<file path="src/rtl/seq_ctrl_rv32i.sv">
// Multi-cycle FETCH/DECODE/EXEC/MEM/WB sequencer for the RV32I core.
// Gates decoded control signals into per-phase strobes, with memory timeout and fault tracking.
module seq_ctrl_rv32i #(
    parameter int unsigned TIMEOUT = 16,
    parameter int unsigned CNT_W   = 5
) (
    input  logic        clk,
    input  logic        rst_n,
    input  logic        en,
    input  logic [6:0]  opcode,
    input  logic [1:0]  cu_rdtype,
    input  logic        cu_store,
    input  logic        cu_rdwrite,
    input  logic        imem_ack,
    input  logic        dmem_ack,
    output logic        imem_req,
    output logic        ir_we,
    output logic        dmem_req,
    output logic        dmem_we,
    output logic        rf_we,
    output logic        pc_we,
    output logic        fault,
    output logic [1:0]  fault_code,
    output logic [2:0]  state,
    output logic [31:0] instret
);

    localparam logic [2:0] StIdle   = 3'd0;
    localparam logic [2:0] StFetch  = 3'd1;
    localparam logic [2:0] StDecode = 3'd2;
    localparam logic [2:0] StExec   = 3'd3;
    localparam logic [2:0] StMem    = 3'd4;
    localparam logic [2:0] StWb     = 3'd5;
    localparam logic [2:0] StFault  = 3'd6;

    localparam logic [1:0] CodeNone   = 2'b00;
    localparam logic [1:0] CodeFetch  = 2'b01;
    localparam logic [1:0] CodeIllegal = 2'b10;
    localparam logic [1:0] CodeData   = 2'b11;

    // Counter value seen on the last permitted request cycle.
    localparam logic [CNT_W-1:0] CntLast = CNT_W'(TIMEOUT - 1);

    logic [2:0]       state_q, state_d;
    logic [CNT_W-1:0] cnt_q, cnt_d;
    logic [1:0]       code_q, code_d;
    logic [31:0]      instret_q, instret_d;
    logic             legal;
    logic             needs_mem;

    always_comb begin
        case (opcode)
            7'h33, 7'h13, 7'h03, 7'h23, 7'h63,
            7'h37, 7'h17, 7'h6F, 7'h67: legal = 1'b1;
            default:                    legal = 1'b0;
        endcase
    end

    assign needs_mem = (cu_rdtype == 2'b01) | cu_store;

    always_comb begin
        state_d   = state_q;
        cnt_d     = cnt_q;
        code_d    = code_q;
        instret_d = instret_q;
        case (state_q)
            StIdle: begin
                if (en) begin
                    state_d = StFetch;
                    cnt_d   = '0;
                end
            end
            StFetch: begin
                if (imem_ack) begin
                    state_d = StDecode;
                end else if (cnt_q == CntLast) begin
                    state_d = StFault;
                    code_d  = CodeFetch;
                end else begin
                    cnt_d = cnt_q + CNT_W'(1);
                end
            end
            StDecode: begin
                if (legal) begin
                    state_d = StExec;
                end else begin
                    state_d = StFault;
                    code_d  = CodeIllegal;
                end
            end
            StExec: begin
                if (needs_mem) begin
                    state_d = StMem;
                    cnt_d   = '0;
                end else begin
                    state_d = StWb;
                end
            end
            StMem: begin
                if (dmem_ack) begin
                    state_d = StWb;
                end else if (cnt_q == CntLast) begin
                    state_d = StFault;
                    code_d  = CodeData;
                end else begin
                    cnt_d = cnt_q + CNT_W'(1);
                end
            end
            StWb: begin
                instret_d = instret_q + 32'd1;
                if (en) begin
                    state_d = StFetch;
                    cnt_d   = '0;
                end else begin
                    state_d = StIdle;
                end
            end
            StFault: begin
                state_d = StFault;
            end
            default: begin
                state_d = StIdle;
            end
        endcase
    end

    always_ff @(posedge clk or negedge rst_n) begin
        if (!rst_n) begin
            state_q   <= StIdle;
            cnt_q     <= '0;
            code_q    <= CodeNone;
            instret_q <= 32'd0;
        end else begin
            state_q   <= state_d;
            cnt_q     <= cnt_d;
            code_q    <= code_d;
            instret_q <= instret_d;
        end
    end

    // Strobes decode straight from the registered state so reset kills them at once.
    assign imem_req   = (state_q == StFetch);
    assign ir_we      = (state_q == StFetch) & imem_ack;
    assign dmem_req   = (state_q == StMem);
    assign dmem_we    = (state_q == StMem) & cu_store;
    assign rf_we      = (state_q == StWb) & cu_rdwrite;
    assign pc_we      = (state_q == StWb);
    assign fault      = (state_q == StFault);
    assign fault_code = code_q;
    assign state      = state_q;
    assign instret    = instret_q;

endmodule
</file>
<file path="config.mk">
export PLATFORM = sky130hd
export DESIGN_NAME = seq_ctrl_rv32i
export DESIGN_NICKNAME = d
export VERILOG_FILES = /design/src/rtl/seq_ctrl_rv32i.sv
export SDC_FILE = /design/constraint.sdc
export NUM_CORES = 1
export LEC_CHECK = 0
export ABC_AREA = 1
export CAP_MARGIN = 20
export CORE_UTILIZATION = 40
export CTS_BUF_LIST = sky130_fd_sc_hd__clkbuf_8
export DETAILED_ROUTE_END_ITERATION = 7
export PLACE_DENSITY = 0.68
export SYNTH_ARGS = -nofsm -noshare
export SYNTH_HDL_FRONTEND = slang
export SYNTH_SLANG_ARGS = --single-unit
</file>
<file path="constraint.sdc">
create_clock -name clk -period 1.5 [get_ports clk]
set_input_delay 0.15 -clock clk [delete_from_list [all_inputs] [get_ports clk]]
set_output_delay 0.15 -clock clk [all_outputs]
set_load 0.03 [all_outputs]
</file>
## Word level (Yosys, flattened, before mapping)

Cells that the tools add are included.

- Register bits: 42
- Input port bits: 16
- Logic and storage cells: 63

- Muxes and demuxes: 21
- Bitwise operators: 4
- $add $sub $neg: 2
- Eq/ne operators: 25
- Reductions and logical operators: 7

Operator list:

| kind | count |
|---|---|
| adder 32 x 1 -> 32 bit (second input constant) | 1 |
| 2-to-1 mux 5 bit | 5 |
| == test 7 x 6 -> 1 bit (second input constant) | 3 |
| == test 7 bit (second input constant) | 3 |
| one-hot mux 3 bit (7 select lines) | 1 |
| one-hot mux 5 bit (4 select lines) | 1 |
| 2-to-1 mux 3 bit | 5 |
| == test 7 x 5 -> 1 bit (second input constant) | 2 |
| 2-to-1 mux 2 bit | 5 |
| inequality test 2 bit (second input constant) | 5 |
| == test 3 bit (second input constant) | 3 |
| OR reduction 9 bit | 1 |
| == test 7 x 2 -> 1 bit (second input constant) | 1 |
| == test 3 x 2 -> 1 bit (second input constant) | 2 |
| inequality test 2 x 1 -> 1 bit (second input constant) | 3 |
| one-hot mux 2 bit (3 select lines) | 1 |
| AND reduction 6 bit | 1 |
| adder 5 x 1 -> 5 bit (second input constant) | 1 |
| == test 5 x 4 -> 1 bit (second input constant) | 1 |
| AND reduction 5 bit | 1 |
| nonzero test 4 bit | 1 |
| bitwise AND 1 bit | 3 |
| == test 3 x 1 -> 1 bit (second input constant) | 1 |
| zero test 3 bit | 1 |
| other kinds (5) | 7 |

## Longest topological paths before layout

Gate-level depths: netlist of the first run.

- Depth in word-level cells: 5
- Depth in mapped cells: 11
- Depth with buffers taken out: 11

## Worst setup path after synthesis of the first run

No wires, ideal clock.

- Path kind: reg2reg
- From: register state_q[2] (netlist: state[2])
- To: register cnt_q[2]
- Setup slack: -298 ps
- Buffers on the path: 0
- Library setup time: 66 ps
- Data arrival time: 1,732 ps
- Cell stages (with the launch flop): 9
- Path through: dfrtp_1 > nand2_1 > nor2_1 > nand2_1 > nand2_1 > nor2_4 > nand3_2 > nand2_1 > nand2_1

- Elaborated cells on any way between the ends: 13
- Those cells by class: 8 x eq/ne; 1 x mux; 4 x reduce/logical

RTL lines:

| item | line | source |
|---|---|---|
| start, declared | 44 | `logic [2:0] state_q, state_d;` |
| start signal, assigned | 129 | `state_q <= StIdle;` |
| start signal, assigned | 134 | `state_q <= state_d;` |
| == test 3 bit (*) | n/a |  |
| named net dmem_req | 18 | `output logic dmem_req,` |
| inequality test 2 bit (no source line) or nonzero test 4 bit (tied branches) | n/a |  |
| AND reduction 5 bit (no source line) | n/a |  |
| end signal, assigned | 135 | `cnt_q <= cnt_d;` |
| end, declared | 45 | `logic [CNT_W-1:0] cnt_q, cnt_d;` |

Mark *: on every way through the listed nets, which the timed path passes. The rest lies on a longest branch.
A chain may end at the register's enable or synchronous reset.

## Worst setup path in the final report of the first run

- From: register state_q[1] (netlist: state[1])
- To: output ir_we

- Word-level cells in the longest chain between the ends: 2

Ends and longest elaborated chain:

| item | line | source |
|---|---|---|
| == test 3 x 1 -> 1 bit | 143 | `assign ir_we = (state_q == StFetch) & imem_ack;` |
| bitwise AND 1 bit | 143 |  |
| end, declared | 17 | `output logic ir_we,` |

Every way passes these cells.

==> results of run 1 <==
## power by group through the flow
stage | Sequential (W) | Clock [W] | Combinational, W
floorplan | 0.00172 | 0 | 0.00105
CTS | 0.00149 | 0.000913 | 0.00237
global route | 0.00151 | 0.000965 | 0.00326
finish | 0.00150 | 0.000883 | 0.00305
global placement | 0.00150 | 0 | 0.00213
detailed placement | 0.00150 | 0 | 0.00217
## critical path: stages, from the launching register on
cell and delay, ns:
dfrtp_2 0.45, inv_2 0.10, nand2_1 0.10, nor2_4 0.17, nand2_2 0.10, inv_1 0.08, buf_6 0.13
## flip-flops by register name (all words and copies together) (netlist names)
name        cells
fault_code      2
instret        32
state           3
cnt_q           5
## cells by family (layout without fill, tap and decap cells)
logic type,Yosys count,count (layout),share of synthesized area
buf+inv,52,168,0.0759
flops,42,42,0.391
fa+ha+maj,3,3,0.0140
simple gates,275,275,0.446
compound gates,8,8,0.0182
xor+xnor,17,17,0.0554
## cell usage after synthesis (all sizes together)
library cell  count
a21oi             3
and2              1
buf               2
dfrtp            42
ha                3
inv              50
nand2           157
nand3            31
nand3b            3
nand4            15
nor2             65
nor3              3
o211ai            1
o21ai             1
o21bai            2
o22ai             1
xnor2             7
xor2             10
## area by class of cell
type	instances	area [sq um]	area share
inverters	50	208	0.0506
clock inverters	3	37.5	0.00915
flip-flops and latches	42	1060	0.259
well taps	77	96.3	0.0235
clock buffers	5	68.8	0.0168
multi-input cells	303	1640	0.399
repair buffers	110	995	0.242
## final timing paths
kind	startpoint	to	slack [ns]	cells past startpoint
hold / removal	rst_n	instret[4]	0.33	2
max in group asynchronous	rst_n	instret[12]	0.57	3
setup reg to reg	state[0]	cnt_q[2]	-0.02	10
min in group clk	instret[3]	instret[3]	0.49	1
hold reg to reg	instret[3]	instret[3]	0.49	1
setup / recovery	state[1]	ir_we	-0.06	6
## layer usage
metal  share of wire  vias up  wire length (um)
met4           0.014        0               108
li1                -     1469                 -
met5               0        -                 0
met3           0.035       11               266
met2            0.53       64              3980
met1            0.42     1382              3170
## through the flow
stage | instance area (sq um) | setup slack [ns]
after floorplan | 2710 | 0.0000864
after global placement | 3570 | 0.0142
after global routing | 4100 | -0.101
after CTS | 3780 | -0.0280
final | 4100 | -0.0581
after detailed placement | 3570 | -0.0223
## what timing repair did
item | in CTS | in global routing
setup buffers | 9 | 13
setup endpoints to repair | 47 | 32
pin swaps | 7 | 25
cloned | 0 | 1
gates resized for setup | 52 | 67
hold buffers | 1 | 0
endpoints found under the hold margin | 18 | 0
==> results.sh, run 1 <==
export IMPL_ys_warn_count=0
export IMPL_critPathRequiredTime_ns=1.35
export IMPL_antenna_found_initial=0
export IMPL_relSlewSlack=0.700
export IMPL_synth_top_cell_area_share=0.391
export IMPL_post_route_period_util=1.04
export IMPL_end_kind="output port"
export IMPL_utilization=0.639
export IMPL_io_pins=60
export IMPL_clk_path_buf_depth=2
export IMPL_worst_slack_ns=-0.0581
export IMPL_clockPowerShare=0.163
export IMPL_fin_skew_ns=0.0107
export IMPL_power_switching_w=0.00229
export IMPL_port_buffer_count=59
export IMPL_fmax_ghz=0.642
export IMPL_whs_ns=0.327
export IMPL_cap_violations=0
export IMPL_synth_area_leaders="dfrtp_1, nand2_1, nor2_1, inv_1, nand3_1"
export IMPL_stdcell_count=590
export IMPL_grt_max_degree=21
export IMPL_path_clk_slew_ns=0.08
export IMPL_critical_path_class="flip-flop to output port"
export IMPL_num_rows=29
export IMPL_ant_nets=0
export IMPL_synth_top_area_cell="dfrtp_1"
export IMPL_min_period_ns=1.56
export IMPL_drtIter0Drc=149
export IMPL_syn2layout_area_growth_pct=52.7
export IMPL_start_util=0.418
export IMPL_final_common_cell="nand2_1"
export IMPL_rsz0062_at_grt="true"
export IMPL_critPathMaxFanout=3
export IMPL_synthCells=397
export IMPL_power_frac_seq=0.275
export IMPL_use_met3=0.0386
export IMPL_drt_total_wl_um=7520
export IMPL_place_congestion=0.847
export IMPL_track_usage=0.212
export IMPL_clkLatencyLatePin_ns=0.30
export IMPL_drive_gt1_frac=0.259
export IMPL_hp_class="primary input to async pin"
export IMPL_fin_total_pwr_w=0.00543
export IMPL_final_nets=531
export IMPL_diodes=0
export IMPL_final_cell_mix="nand2_1, inv_1, nor2_1, buf_4, dlygate4sd2_1"
export IMPL_die_w_um=84.0
export IMPL_fillers=565
export IMPL_grt_use_met2=0.379
export IMPL_use_met1=0.257
export IMPL_cts_sinks=42
export IMPL_dpl_hpwl_um=5370
export IMPL_netlist_area_sq_um=2690
export IMPL_syn_nets=416
export IMPL_cts_tree="done"
export IMPL_dieArea_sq_um=7050
export IMPL_ir_drop_v=0.00126
export IMPL_swShare=0.422
export IMPL_power_density_nw_per_um2=1320
export IMPL_violations="DRC, setup timing"
export IMPL_coreArea_sq_um=6420
export IMPL_finalMaxSlewViolations=0
export IMPL_die_h_um=84.0
export IMPL_grt_busiest_layer="met2"
export IMPL_syn_area_per_cell_sq_um=6.77
export IMPL_drt_first_pass_iters=6
export IMPL_viasPerCell=4.96
export IMPL_vias=2926
export IMPL_dp_cells=559
export IMPL_setup_tns_ns=-0.161
export IMPL_synth_seq_cells=42
export IMPL_worst_slew_pin_slew_ns=0.450
export IMPL_cts_root_buf="clkbuf_8"
export IMPL_htree_levels=2
export IMPL_synth_distinct_cells=27
export IMPL_drc=10
export IMPL_arrival_ns=1.41
export IMPL_p_leak_nw=2.14
export IMPL_routedWlPerCell_um=12.7
export IMPL_status="finished with violations"
export IMPL_cts_buffers=5
export IMPL_grt_overflow=0
export IMPL_grt_pass1_wl_um=12100
export IMPL_setup_violations=9
export IMPL_grt_pass1_vias=2754
export IMPL_internal_power_w=0.00314
export IMPL_start_kind="flip-flop"
export IMPL_pwr_share_comb=0.562
export IMPL_hold_viol=0
export IMPL_ys_seq_area_frac=0.391
No activity file was read; power rests on OpenSTA's default activity.
==> inputs of run 2 (changes only) <==
- REMOVE_ABC_BUFFERS: default -> 1
==> results.sh, run 2 (synthesis results as in run 1) <==
export IMPL_grt_max_degree=27
export IMPL_hold_viol=0
export IMPL_final_nets=530
export IMPL_crit_slowest_cell="dfrtp_2"
export IMPL_p_leak_nw=2.06
export IMPL_die_w_um=84.0
export IMPL_coreArea_sq_um=6420
export IMPL_die_h_um=84.0
export IMPL_place_area_sq_um=3600
export IMPL_antenna_found_initial=0
export IMPL_grt_overflow=0
export IMPL_vias=2890
export IMPL_r2r_slack_ns=0.005
export IMPL_cpMostUsedCell="nor2_4"
export IMPL_cpPeakStageDelay_ns=0.50
export IMPL_fmax_ghz=0.669
export IMPL_clk_path_buf_depth=2
export IMPL_routedWlPerCell_um=12.2
export IMPL_end_kind="flip-flop"
export IMPL_clkLatencyLatePin_ns=0.29
export IMPL_viasPerCell=4.92
export IMPL_start_util=0.418
export IMPL_fin_area_sq_um=4000
export IMPL_port_buffer_count=59
export IMPL_fin_total_pwr_w=0.00490
export IMPL_r2r_end="instret[14]"
export IMPL_track_usage=0.207
export IMPL_setup_violations=0
export IMPL_drt_total_wl_um=7180
export IMPL_critPathMaxFanout=8
export IMPL_fin_skew_ns=0.00530
export IMPL_final_common_cell="nand2_1"
export IMPL_cts_sinks=42
export IMPL_crit_family="simple AND/OR/NAND/NOR gates"
export IMPL_path_clk_slew_ns=0.07
export IMPL_path_buf_inv=0
export IMPL_cap_violations=0
export IMPL_cts_buffers=5
export IMPL_grt_use_met2=0.372
export IMPL_power_density_nw_per_um2=1230
export IMPL_relSlewSlack=0.723
export IMPL_dpl_hpwl_um=5440
export IMPL_ant_nets=0
export IMPL_cts_root_buf="clkbuf_8"
export IMPL_crit_chain="nand3_4 -> nor2_4 -> nand2_4 -> nor2_4 -> nand2_1 -> xnor2_1"
export IMPL_min_period_ns=1.50
export IMPL_arrival_ns=1.67
export IMPL_num_rows=29
export IMPL_violations="DRC"
export IMPL_ir_drop_v=0.000969
export IMPL_rsz0062_at_grt="true"
export IMPL_dp_cells=565
export IMPL_use_met1=0.245
export IMPL_stdcell_count=587
export IMPL_drtIter0Drc=127
export IMPL_drt_first_pass_iters=6
export IMPL_worst_slew_pin_slew_ns=0.415
export IMPL_hp_class="primary input to async pin"
export IMPL_drc=8
export IMPL_post_route_period_util=0.997
export IMPL_dieArea_sq_um=7050
export IMPL_rr_worst_depth=6
export IMPL_setup_tns_ns=0
export IMPL_diodes=0
export IMPL_io_pins=60
export IMPL_crit_reg2reg_launch="state[0]"
export IMPL_start_kind="flip-flop"
export IMPL_grt_pass1_vias=2685
export IMPL_htree_levels=2
export IMPL_cts_tree="done"
export IMPL_grt_busiest_layer="met2"
export IMPL_critPathRequiredTime_ns=1.68
export IMPL_largest_reg_flops=32
export IMPL_use_met3=0.0376
export IMPL_final_cell_mix="nand2_1, inv_1, buf_4, nor2_1, dlygate4sd2_1"
export IMPL_place_congestion=0.909
export IMPL_drive_gt1_frac=0.263
export IMPL_finalMaxSlewViolations=0
export IMPL_grt_pass1_wl_um=11800
export IMPL_syn2layout_area_growth_pct=48.8
export IMPL_status="finished with violations"
export IMPL_critical_path_class="flip-flop to flip-flop"
==> run 2: per-layer routing <==
metal	share of wire	vias to the layer above	wire, um
met5	0	-	0
met4	0.019	0	133
met3	0.039	14	281
met2	0.51	70	3670
met1	0.43	1346	3090
li1	-	1460	-
==> run 2: how the worst max path moves through the flow <==
| stage | from | to | slack (ns) | cells past startpoint |
|---|---|---|---|---|
| after detailed placement | cnt_q[1] | fault_code[0] | -0.05 | 11 |
| after floorplan | state[1] | instret[19] | -0.31 | 7 |
| after global routing | state[0] | instret[20] | -0.08 | 8 |
| final | state[0] | instret[14] | 0.005 | 6 |
| after CTS | cnt_q[1] | fault_code[0] | -0.04 | 11 |
| after global placement | state[2] | fault_code[1] | 0.003 | 9 |
==> run 2: what timing repair did <==
item / CTS / global route
endpoints found under the setup margin: 48 / 31
resized for setup: 51 / 64
setup buffers: 4 / 12
hold buffers: 1 / 0
hold endpoints to repair: 16 / 0
pin swaps: 11 / 27
==> run 2: final cells by class <==
type | instances | area [sq um]
clock buffer | 6 | 82.6
fill | 598 | 2420
inverter | 50 | 190
multi-input combinational | 303 | 1600
sequential | 42 | 1060
tap | 77 | 96.3
timing repair buffer | 109 | 963
==> run 2: worst register-to-register path: stages, from the launching register on <==
cell	delay (ns)
dfrtp_2	0.50
nand3_4	0.18
nor2_4	0.18
nand2_4	0.08
nor2_4	0.22
nand2_1	0.10
xnor2_1	0.12
==> run 2: stage by stage <==
stage	utilization	setup slack, ns	hold slack [ns]
finish	0.623	0.00471	0.330
global placement	0.561	0.00254	0.106
global route	0.623	-0.0795	0.358
CTS	0.578	-0.0412	0.342
floorplan	-	-0.314	-0.146
detailed placement	0.561	-0.0457	0.108
==> run 2: power breakdown <==
group	internal, W	total [W]	leakage, nW	switching (W)
logic	0.00119	0.00272	1.46	0.00153
registers	0.00130	0.00147	0.559	0.000173
clock network	0.000355	0.000708	0.0431	0.000354
==> inputs of run 3 (changes only) <==
- CELL_PAD_IN_SITES_DETAIL_PLACEMENT: default -> 1
- CELL_PAD_IN_SITES_GLOBAL_PLACEMENT: default -> 2
- CORE_UTILIZATION: 40 -> 25
- PLACE_DENSITY: 0.68 -> 0.77
- RECOVER_POWER: default -> 25
==> results.sh, run 3 (synthesis results as in run 1) <==
export IMPL_vias=2979
export IMPL_fmax_ghz=0.646
export IMPL_rsz0062_at_grt="true"
export IMPL_antenna_found_initial=0
export IMPL_cts_tree="done"
export IMPL_start_kind="flip-flop"
export IMPL_clkLatencyLatePin_ns=0.31
export IMPL_end_kind="output port"
export IMPL_viasPerCell=4.45
export IMPL_ant_nets=0
export IMPL_critPathMaxFanout=3
export IMPL_cpMostUsedCell="buf_6"
export IMPL_cts_sinks=42
export IMPL_track_usage=0.169
export IMPL_critPathRequiredTime_ns=1.35
export IMPL_whs_ns=0.501
export IMPL_post_route_period_util=1.03
export IMPL_path_buf_inv=3
export IMPL_cts_buffers=5
export IMPL_cts_root_buf="clkbuf_8"
export IMPL_worst_slack_ns=-0.0477
export IMPL_fin_area_sq_um=4360
export IMPL_drive_gt1_frac=0.324
export IMPL_port_buffer_count=59
export IMPL_start_util=0.259
export IMPL_p_leak_nw=2.19
export IMPL_dieArea_sq_um=11200
export IMPL_min_period_ns=1.55
export IMPL_crit_family="flip-flops"
export IMPL_final_cell_mix="nand2_1, buf_4, inv_1, dfrtp_1, dlygate4sd2_1"
export IMPL_diodes=0
export IMPL_crit_slowest_cell="dfrtp_1"
export IMPL_coreArea_sq_um=10400
export IMPL_post_place_ws_ns=-0.0964
export IMPL_status="finished with violations"
export IMPL_arrival_ns=1.40
export IMPL_crit_chain="buf_6 -> nor2_4 -> nand2_2 -> buf_6 -> nor2_4 -> buf_6"
export IMPL_htree_levels=2
export IMPL_grt_max_degree=28
export IMPL_hp_class="flip-flop to flip-flop"
export IMPL_violations="setup timing"
export IMPL_grt_pass1_wl_um=14900
export IMPL_die_w_um=106
export IMPL_fillers=1301
export IMPL_syn2layout_area_growth_pct=62.1
export IMPL_relSlewSlack=0.365
export IMPL_ir_drop_v=0.000904
export IMPL_critical_path_class="flip-flop to output port"
export IMPL_num_rows=37
export IMPL_final_common_cell="nand2_1"
export IMPL_drt_total_wl_um=9340
export IMPL_setup_violations=2
export IMPL_drc=0
export IMPL_drt_first_pass_iters=4
export IMPL_fin_skew_ns=0.0123
export IMPL_path_clk_slew_ns=0.09
export IMPL_drtIter0Drc=48
export IMPL_grt_pass1_vias=3111
export IMPL_clk_path_buf_depth=2
export IMPL_worst_slew_pin_slew_ns=0.953
export IMPL_dpl_hpwl_um=6900
export IMPL_cpPeakStageDelay_ns=0.42
export IMPL_grt_overflow=0
export IMPL_finalMaxSlewViolations=0
export IMPL_cap_violations=0
export IMPL_largest_reg_flops=32
export IMPL_min_delay_start="fault_code[1]"
export IMPL_power_density_nw_per_um2=1260
export IMPL_routedWlPerCell_um=13.9
export IMPL_die_h_um=106
export IMPL_crit_reg2reg_launch="state[1]"
export IMPL_critical_path_startpoint="state[1]"
export IMPL_final_nets=552
export IMPL_place_area_sq_um=3760
export IMPL_hold_viol=0
export IMPL_io_pins=60
export IMPL_place_congestion=0.809
run 3: tightest hold or removal path: stages, from the launching register on:
cell,delay [ns]
dfrtp_1,0.37
nand2_1,0.06
nand2_1,0.04
run 3: layout make-up:
class / count / area, sq um / area share
clock buffer: 5 / 68.8 / 0.0158
clock inverter: 3 / 37.5 / 0.00862
inverter: 50 / 193 / 0.0442
multi-input combinational: 303 / 1700 / 0.390
sequential: 42 / 1060 / 0.244
tap: 136 / 170 / 0.0391
timing repair buffer: 131 / 1130 / 0.259
run 3: timing repair:
action                                  CTS  global route
endpoints found under the setup margin   52            36
hold buffers                              1             0
setup buffers                             8            19
resized for setup                        78            73
pin swaps                                 6            25
endpoints found under the hold margin    15             0
run 3: metrics by stage:
stage                     power [W]  setup TNS (ns)   util  cells
after global routing        0.00578           -1.72  0.420    670
after floorplan             0.00268           -4.89      -    395
after CTS                   0.00507          -0.153  0.387    651
after global placement      0.00374         -0.0456  0.363    635
final                       0.00548         -0.0821  0.420    670
after detailed placement    0.00379          -0.444  0.363    635
run 3: path summary, 6_finish.rpt:
| check | endpoint | slack (ns) | depth (start not counted) |
|---|---|---|---|
| max in group asynchronous | instret[21] | 0.20 | 3 |
| min reg2reg | fault_code[1] | 0.50 | 2 |
| min | fault_code[1] | 0.50 | 2 |
| max reg2reg | instret[10] | 0.02 | 7 |
| min in group asynchronous | instret[4] | 0.52 | 2 |
| max | dmem_we | -0.05 | 6 |
run 3: per-layer routing:
metal  part of all wire  up-vias  global-route usage
li1                   -     1506                   -
met1               0.42     1429               0.197
met2               0.55       38               0.328
met3              0.021        6              0.0235
met4             0.0062        0              0.0268
met5                  0        -                   0
run 3: report_power, final:
| part | internal, W | switching (W) |
|---|---|---|
| registers | 0.00129 | 0.000176 |
| logic | 0.00137 | 0.00173 |
| clock network | 0.000486 | 0.000426 |
| total | 0.00314 | 0.00233 |
